--- src/rtl/peri_pdm_rx_if.sv ---
// Wishbone B4 8-bit slave bus bundle for the PDM receiver peripheral.
// Latency: none; this file only groups the bus wires.
// Backpressure: none; ack is returned in the strobe cycle.
interface peri_pdm_rx_if;
  logic       wb_we_i;
  logic [3:0] wb_adr_i;
  logic [7:0] wb_dat_i;
  logic       wb_stb_i;
  logic [7:0] wb_dat_o;
  logic       wb_ack_o;

  modport master (
    output wb_we_i, wb_adr_i, wb_dat_i, wb_stb_i,
    input  wb_dat_o, wb_ack_o
  );

  modport slave (
    input  wb_we_i, wb_adr_i, wb_dat_i, wb_stb_i,
    output wb_dat_o, wb_ack_o
  );
endinterface

--- src/rtl/peri_pdm_rx.sv ---
// PDM microphone receiver: drives pdm_clk_o, boxcar-decimates pdm_dat_i into 8-bit PCM samples.
// Latency: a sample is pushed on the edge its DECIM-th bit is taken; bus reads are combinational.
// Backpressure: none on the bus; a push into a full buffer is dropped and sets sticky overrun.
// Build option: PERI_PDM_RX_FIFO_EN selects a 4-entry FIFO instead of a single holding register.
module peri_pdm_rx #(
  parameter int CLK_DIV = 4,
  parameter int DECIM   = 256
) (
  input  logic         clk_i,
  input  logic         rst_ni,
  peri_pdm_rx_if.slave wb,
  output logic         pdm_clk_o,
  input  logic         pdm_dat_i
);

  localparam int DW = (CLK_DIV > 1) ? $clog2(CLK_DIV) : 1;
  localparam int OW = $clog2(DECIM + 1);
  localparam int BW = $clog2(DECIM);

  logic [DW-1:0] div_q;
  logic          enable_q;
  logic          overrun_q;
  logic [OW-1:0] ones_q;
  logic [OW-1:0] ones_nxt;
  logic [BW-1:0] bits_q;
  logic          div_tc;
  logic          bit_stb;
  logic          last_bit;
  logic          push;
  logic          push_ok;
  logic          pop;
  logic          ovr_ev;
  logic          ctrl_wr;
  logic          rd_cyc;
  logic [8:0]    ones_ext;
  logic [7:0]    sample;
  logic          fifo_vld;
  logic          fifo_full;
  logic [7:0]    fifo_head;
  logic          unused_dat;

  // Bus decode: only CTRL bits 1 and 2 are meaningful on writes.
  assign rd_cyc     = wb.wb_stb_i & ~wb.wb_we_i;
  assign ctrl_wr    = wb.wb_stb_i & wb.wb_we_i & (wb.wb_adr_i == 4'd1);
  assign pop        = rd_cyc & (wb.wb_adr_i == 4'd0) & fifo_vld;
  assign unused_dat = ^{wb.wb_dat_i[7:3], wb.wb_dat_i[0]};

  // A bit is taken on the edge that ends the high phase of pdm_clk_o.
  assign div_tc   = (div_q == DW'(CLK_DIV - 1));
  assign bit_stb  = enable_q & div_tc & pdm_clk_o;
  assign last_bit = (bits_q == BW'(DECIM - 1));
  assign ones_nxt = ones_q + OW'(pdm_dat_i);

  // DECIM ones out of DECIM=256 bits would need 9 bits; saturate to the 8-bit range.
  assign ones_ext = 9'(ones_nxt);
  assign sample   = (ones_ext > 9'd255) ? 8'hFF : ones_ext[7:0];

  assign push    = bit_stb & last_bit;
  assign push_ok = push & (~fifo_full | pop);
  assign ovr_ev  = push & fifo_full & ~pop;

  // Divider and PDM clock: free-running only while enabled, parked low otherwise.
  always_ff @(posedge clk_i or negedge rst_ni) begin
    if (!rst_ni) begin
      div_q     <= '0;
      pdm_clk_o <= 1'b0;
    end else if (!enable_q) begin
      div_q     <= '0;
      pdm_clk_o <= 1'b0;
    end else if (div_tc) begin
      div_q     <= '0;
      pdm_clk_o <= ~pdm_clk_o;
    end else begin
      div_q <= div_q + DW'(1);
    end
  end

  // Boxcar accumulator: counts bits and ones, restarts after each full window or on disable.
  always_ff @(posedge clk_i or negedge rst_ni) begin
    if (!rst_ni) begin
      bits_q <= '0;
      ones_q <= '0;
    end else if (!enable_q) begin
      bits_q <= '0;
      ones_q <= '0;
    end else if (bit_stb) begin
      if (last_bit) begin
        bits_q <= '0;
        ones_q <= '0;
      end else begin
        bits_q <= bits_q + BW'(1);
        ones_q <= ones_nxt;
      end
    end
  end

  // Control register: enable follows CTRL writes; overrun is sticky, and a new drop beats a clear.
  always_ff @(posedge clk_i or negedge rst_ni) begin
    if (!rst_ni) begin
      enable_q  <= 1'b0;
      overrun_q <= 1'b0;
    end else begin
      if (ctrl_wr) begin
        enable_q <= wb.wb_dat_i[1];
      end
      if (ovr_ev) begin
        overrun_q <= 1'b1;
      end else if (ctrl_wr && wb.wb_dat_i[2]) begin
        overrun_q <= 1'b0;
      end
    end
  end

`ifdef PERI_PDM_RX_FIFO_EN
  logic [7:0] mem_q [4];
  logic [1:0] wr_ptr_q;
  logic [1:0] rd_ptr_q;
  logic [2:0] cnt_q;

  assign fifo_full = (cnt_q == 3'd4);
  assign fifo_vld  = (cnt_q != 3'd0);
  assign fifo_head = mem_q[rd_ptr_q];

  // Circular sample FIFO; a pop frees the slot a same-cycle push into a full FIFO needs.
  always_ff @(posedge clk_i or negedge rst_ni) begin
    if (!rst_ni) begin
      for (int i = 0; i < 4; i++) begin
        mem_q[i] <= '0;
      end
      wr_ptr_q <= '0;
      rd_ptr_q <= '0;
      cnt_q    <= '0;
    end else begin
      if (push_ok) begin
        mem_q[wr_ptr_q] <= sample;
        wr_ptr_q        <= wr_ptr_q + 2'd1;
      end
      if (pop) begin
        rd_ptr_q <= rd_ptr_q + 2'd1;
      end
      cnt_q <= cnt_q + 3'(push_ok) - 3'(pop);
    end
  end
`else
  logic [7:0] hold_q;
  logic       hold_vld_q;

  assign fifo_full = hold_vld_q;
  assign fifo_vld  = hold_vld_q;
  assign fifo_head = hold_q;

  // Single holding register; a push in the popping cycle replaces the entry being read.
  always_ff @(posedge clk_i or negedge rst_ni) begin
    if (!rst_ni) begin
      hold_q     <= '0;
      hold_vld_q <= 1'b0;
    end else if (push_ok) begin
      hold_q     <= sample;
      hold_vld_q <= 1'b1;
    end else if (pop) begin
      hold_vld_q <= 1'b0;
    end
  end
`endif

  // Read mux: DATA shows the oldest sample, CTRL shows status; everything else reads zero.
  always_comb begin
    wb.wb_dat_o = 8'h00;
    if (rd_cyc) begin
      case (wb.wb_adr_i)
        4'd0:    wb.wb_dat_o = fifo_vld ? fifo_head : 8'h00;
        4'd1:    wb.wb_dat_o = {5'b0, overrun_q, enable_q, fifo_vld};
        default: wb.wb_dat_o = 8'h00;
      endcase
    end
  end

  assign wb.wb_ack_o = wb.wb_stb_i;

endmodule

--- src/flat_wrapper.sv ---
// flat-port wrapper written by rule: the top's interface ports become plain ports
module peri_pdm_rx_flat 
#(
  parameter int CLK_DIV = 4,
  parameter int DECIM   = 256
)
  (clk_i, rst_ni, pdm_clk_o, pdm_dat_i, wb_wb_we_i, wb_wb_adr_i, wb_wb_dat_i, wb_wb_stb_i, wb_wb_dat_o, wb_wb_ack_o);
  peri_pdm_rx_if wb_i ();
  input  logic clk_i;
  input  logic rst_ni;
  output logic pdm_clk_o;
  input  logic pdm_dat_i;
  input wire logic [$bits(wb_i.wb_we_i)-1:0] wb_wb_we_i;
  input wire logic [$bits(wb_i.wb_adr_i)-1:0] wb_wb_adr_i;
  input wire logic [$bits(wb_i.wb_dat_i)-1:0] wb_wb_dat_i;
  input wire logic [$bits(wb_i.wb_stb_i)-1:0] wb_wb_stb_i;
  output wire logic [$bits(wb_i.wb_dat_o)-1:0] wb_wb_dat_o;
  output wire logic [$bits(wb_i.wb_ack_o)-1:0] wb_wb_ack_o;
  assign wb_i.wb_we_i = wb_wb_we_i;
  assign wb_i.wb_adr_i = wb_wb_adr_i;
  assign wb_i.wb_dat_i = wb_wb_dat_i;
  assign wb_i.wb_stb_i = wb_wb_stb_i;
  assign wb_wb_dat_o = wb_i.wb_dat_o;
  assign wb_wb_ack_o = wb_i.wb_ack_o;
  peri_pdm_rx #(.CLK_DIV(CLK_DIV), .DECIM(DECIM)) u_core (.clk_i(clk_i), .rst_ni(rst_ni), .wb(wb_i), .pdm_clk_o(pdm_clk_o), .pdm_dat_i(pdm_dat_i));
endmodule
--- config.mk ---
export PLATFORM = sky130hd
export DESIGN_NAME = peri_pdm_rx_flat
export DESIGN_NICKNAME = d
export VERILOG_FILES = /design/src/rtl/peri_pdm_rx_if.sv /design/src/rtl/peri_pdm_rx.sv /design/src/flat_wrapper.sv
export SDC_FILE = /design/constraint.sdc
export NUM_CORES = 1
export LEC_CHECK = 0
export ABC_CLOCK_PERIOD_IN_PS = 4280
export CORE_ASPECT_RATIO = 2
export CORE_MARGIN = 2
export CORE_UTILIZATION = 40
export CTS_CLUSTER_SIZE = 14
export DETAILED_ROUTE_END_ITERATION = 8
export PLACE_DENSITY = 0.6
export SYNTH_ARGS = -nofsm -noshare
export SYNTH_HDL_FRONTEND = slang
export SYNTH_SLANG_ARGS = --single-unit
--- constraint.sdc ---
create_clock -name clk_i -period 4.28 [get_ports clk_i]
set_clock_uncertainty 0.05 [all_clocks]
set_input_delay 0.642 -clock clk_i [delete_from_list [all_inputs] [get_ports clk_i]]
set_output_delay 0.642 -clock clk_i [all_outputs]
set_load 0.01 [all_outputs]
==> flow_metrics.tcl <==
set metrics [dict create \
    drive_gt1_frac 0.111 \
    cts_repair_resize_count 0 \
    post-synth-top-area-fraction 0.482 \
    min-delay-start "u_core.div_q[0]" \
    floorplan.io_pins 27 \
    starting_density 0.419 \
    critPathRequiredTime_ns 3.59 \
    yosysTopAreaCell "sky130_fd_sc_hd__dfrtp_1" \
    power_frac_clock 0.413 \
    tritoncts "done" \
    via_count 1245 \
    global_route.usage.total 0.168 \
    yosys_warnings 0 \
    setup_tns_ns 0 \
    final_hold_viol_count 0 \
    p_int_mw 0.539 \
    rsz0062_at_grt "no" \
    cts_max_path_buffers 2 \
    worst_ir_drop_vdd_v 0.000316 \
    path_class "in2out" \
    cp-end-kind "primary output" \
    holdCritPathClass "reg2reg" \
    routed_vias_inst 5.39 \
    relative_max_transition_margin 0.303 \
    worst_setup_path_start_kind "input port" \
    setup_violating_endpoint_count_in_the_final_report 0 \
    max_slew.worst_pin.slew_ns 1.05 \
    drt_first_pass_iters 4 \
    regToRegEndpoint "u_core.ones_q[2]" \
    synth.distinct_cells 36 \
    placementRows 32 \
    clk_pin_slew_ns 0.07 \
    post-cts-setup-buffers 0 \
    layout.filler_cells 390 \
    route.detailed.drc 0 \
    grt_pass1_vias 1241 \
    syn_nets 179 \
    die-area_sq_um 4580 \
    power_switching_mw 0.182 \
    maxCapViolations 0 \
    cts.sink_count 31 \
    final.period_utilization 0.858 \
    drt-total-wl_mm 3.37 \
    globalplace.congestion 0.796 \
    worstRegToRegCells 5 \
    hold_path_end "u_core.div_q[0]" \
    synth_top_cells_by_area "sky130_fd_sc_hd__dfrtp_1 (48%), sky130_fd_sc_hd__nand2_1 (4.0%), sky130_fd_sc_hd__ha_1 (3.9%), sky130_fd_sc_hd__and2_1 (3.5%), sky130_fd_sc_hd__nand3_1 (2.8%)" \
    synth.yosys.seq_area_share 0.482 \
    clk-insertion-delay-late_ns 0.28 \
    number_of_buffers_created_by_cts 5 \
    synth_cells 157 \
    power.density_nw_per_um2 366 \
    synthToLayoutAreaGrowth_pct 22.3 \
    core_region_area_sq_um 3840 \
    report.final.slew_viol_count 0 \
    holdPathStages 1 \
    outcome "complete, no violations" \
    totalPowerFinal_mw 0.721 \
    critPathArrivalTime_ns 2.98 \
    total_leakage_power_nw 0.840 \
    htree_num_levels 2 \
    drt_iter0_drc 43 \
    grt_first_pass_wirelength_mm 5.95 \
    rrSetupSlack_ns 2.04 \
    die_w_um 48.8 \
    post_layout_nonfiller_instances 231 \
    antenna_left 0 \
    layout_min_cycle_time_ns 3.67 \
    synthesis.area_sq_um 1610 \
    synth.avg_cell_area_sq_um 10.2 \
    route.detailed.wl_per_inst_um 14.6 \
    cts_hold_repair.buffers 0 \
    crit-reg2reg-launch "u_core.bits_q[0]" \
    sw_frac_of_total 0.252 \
    grt-ovfl-total 0 \
    synth.ff_latch_count 31 \
    layout.nets 201 \
    final_util 0.512 \
    post-place-cells 223 \
    die_h_um 93.7 \
    grt_max_degree 32 \
    clock_tree.root_cell "sky130_fd_sc_hd__clkbuf_8" \
    grt_antenna_before_repair 0 \
    critical_path.max_fanout 5 \
    max_freq_mhz 272 \
    p_comb_frac 0.125 \
    port_buffers 20 \
    power.share.sequential 0.463 \
    diodes 0 \
    dp_hpwl_mm 2.55 \
    hold_slack_ns 0.386 \
]
-- critical path, stage by stage --
cell and delay (ns):
sky130_fd_sc_hd__clkdlybuf4s50_1 0.47, sky130_fd_sc_hd__or4b_4 0.50, sky130_fd_sc_hd__or2_2 0.34, sky130_fd_sc_hd__nor3b_2 0.31
sky130_fd_sc_hd__and2_1 0.19, sky130_fd_sc_hd__clkdlybuf4s50_1 0.53
-- layout make-up --
cell class,instances,area (sq um),area share
Clock buffer,6,82.6,0.0420
Clock inverter,2,35.0,0.0178
Inverter,1,3.75,0.00191
Multi-Input combinational cell,119,800,0.406
Sequential cell,31,776,0.394
Tap cell,51,63.8,0.0324
Timing Repair Buffer,21,208,0.106
-- placed cells by master (no fill, tap or decap), types with 4 or more instances in the layout --
cell type / n
sky130_fd_sc_hd__a21oi_1: 6
sky130_fd_sc_hd__a22o_1: 4
sky130_fd_sc_hd__a31oi_1: 4
sky130_fd_sc_hd__and2_1: 9
sky130_fd_sc_hd__and3_1: 4
sky130_fd_sc_hd__clkbuf_8: 6
sky130_fd_sc_hd__clkdlybuf4s50_1: 20
sky130_fd_sc_hd__dfrtp_1: 31
sky130_fd_sc_hd__ha_1: 5
sky130_fd_sc_hd__nand2_1: 17
sky130_fd_sc_hd__nand3_1: 9
sky130_fd_sc_hd__nor2_1: 8
sky130_fd_sc_hd__o21ai_0: 9
sky130_fd_sc_hd__o22a_2: 4
sky130_fd_sc_hd__or3_1: 7
sky130_fd_sc_hd__xnor2_1: 4
-- routing by layer --
metal / GRT usage / part of all wire / up-vias
met2: 0.314 / 0.55 / 20
met5: 0 / 0 / -
li1: - / - / 608
met1: 0.187 / 0.41 / 610
met3: 0.0255 / 0.022 / 7
met4: 0.0643 / 0.017 / 0
-- how the worst max path moves through the flow --
stage / from / endpoint / slack (ns) / depth (start not counted)
after floorplan: wb_wb_adr_i[1] / wb_wb_dat_o[3] / 1.67 / 4
after global placement: wb_wb_adr_i[1] / wb_wb_dat_o[6] / 0.62 / 6
after detailed placement: wb_wb_adr_i[1] / wb_wb_dat_o[6] / 0.55 / 6
after CTS: wb_wb_adr_i[1] / wb_wb_dat_o[6] / 0.55 / 6
after global routing: wb_wb_stb_i / wb_wb_dat_o[6] / 0.46 / 6
final: wb_wb_stb_i / wb_wb_dat_o[6] / 0.61 / 6
-- cell usage after synthesis, drive strengths merged --
master	n
dfrtp	31
nand2	17
and2	10
nand3	9
o21ai	9
nor2	8
or3	7
a21oi	6
ha	5
a22o	4
a31oi	4
and3	4
clkbuf	4
nand4	4
o22a	4
xnor2	4
nor2b	3
nor3	3
nor3b	3
xor2	3
a22oi	2
buf	2
o211ai	2
a211o	1
a221o	1
inv	1
o21bai	1
o2bb2ai	1
o31ai	1
o32a	1
or2	1
or4b	1
-- power by group through the flow --
| stage | Combinational [mW] | Sequential, mW | Clock, mW |
|---|---|---|---|
| after detailed placement | 0.0912 | 0.339 | 0 |
| after CTS | 0.0921 | 0.334 | 0.302 |
| after floorplan | 0.0504 | 0.334 | 0 |
| after global routing | 0.102 | 0.336 | 0.314 |
| after global placement | 0.0892 | 0.338 | 0 |
| final | 0.0899 | 0.333 | 0.298 |
-- flip-flops by register name, indices dropped and copies added, names as in the netlist --
signal            count
u_core.bits_q         8
u_core.ones_q         9
u_core.div_q          2
u_core.enable_q       1
u_core.fifo_full      1
u_core.pdm_clk_o      1
u_core.overrun_q      1
u_core.fifo_head      8
-- per-stage QoR --
stage	worst slack, ns	cell area, sq um
after floorplan	1.67	1610
after global placement	0.618	1850
after detailed placement	0.554	1850
after CTS	0.548	1970
after global routing	0.461	1970
final	0.607	1970
-- kinds of logic after synthesis --
logic type	count (synthesis)	synth area share
flops	31	0.482
xor+xnor	7	0.0381
buf+inv	7	0.0210
fa+ha+maj	5	0.0389
simple gates	70	0.251
compound gates	37	0.169
Note: power is estimated with default switching activity, not from simulation.
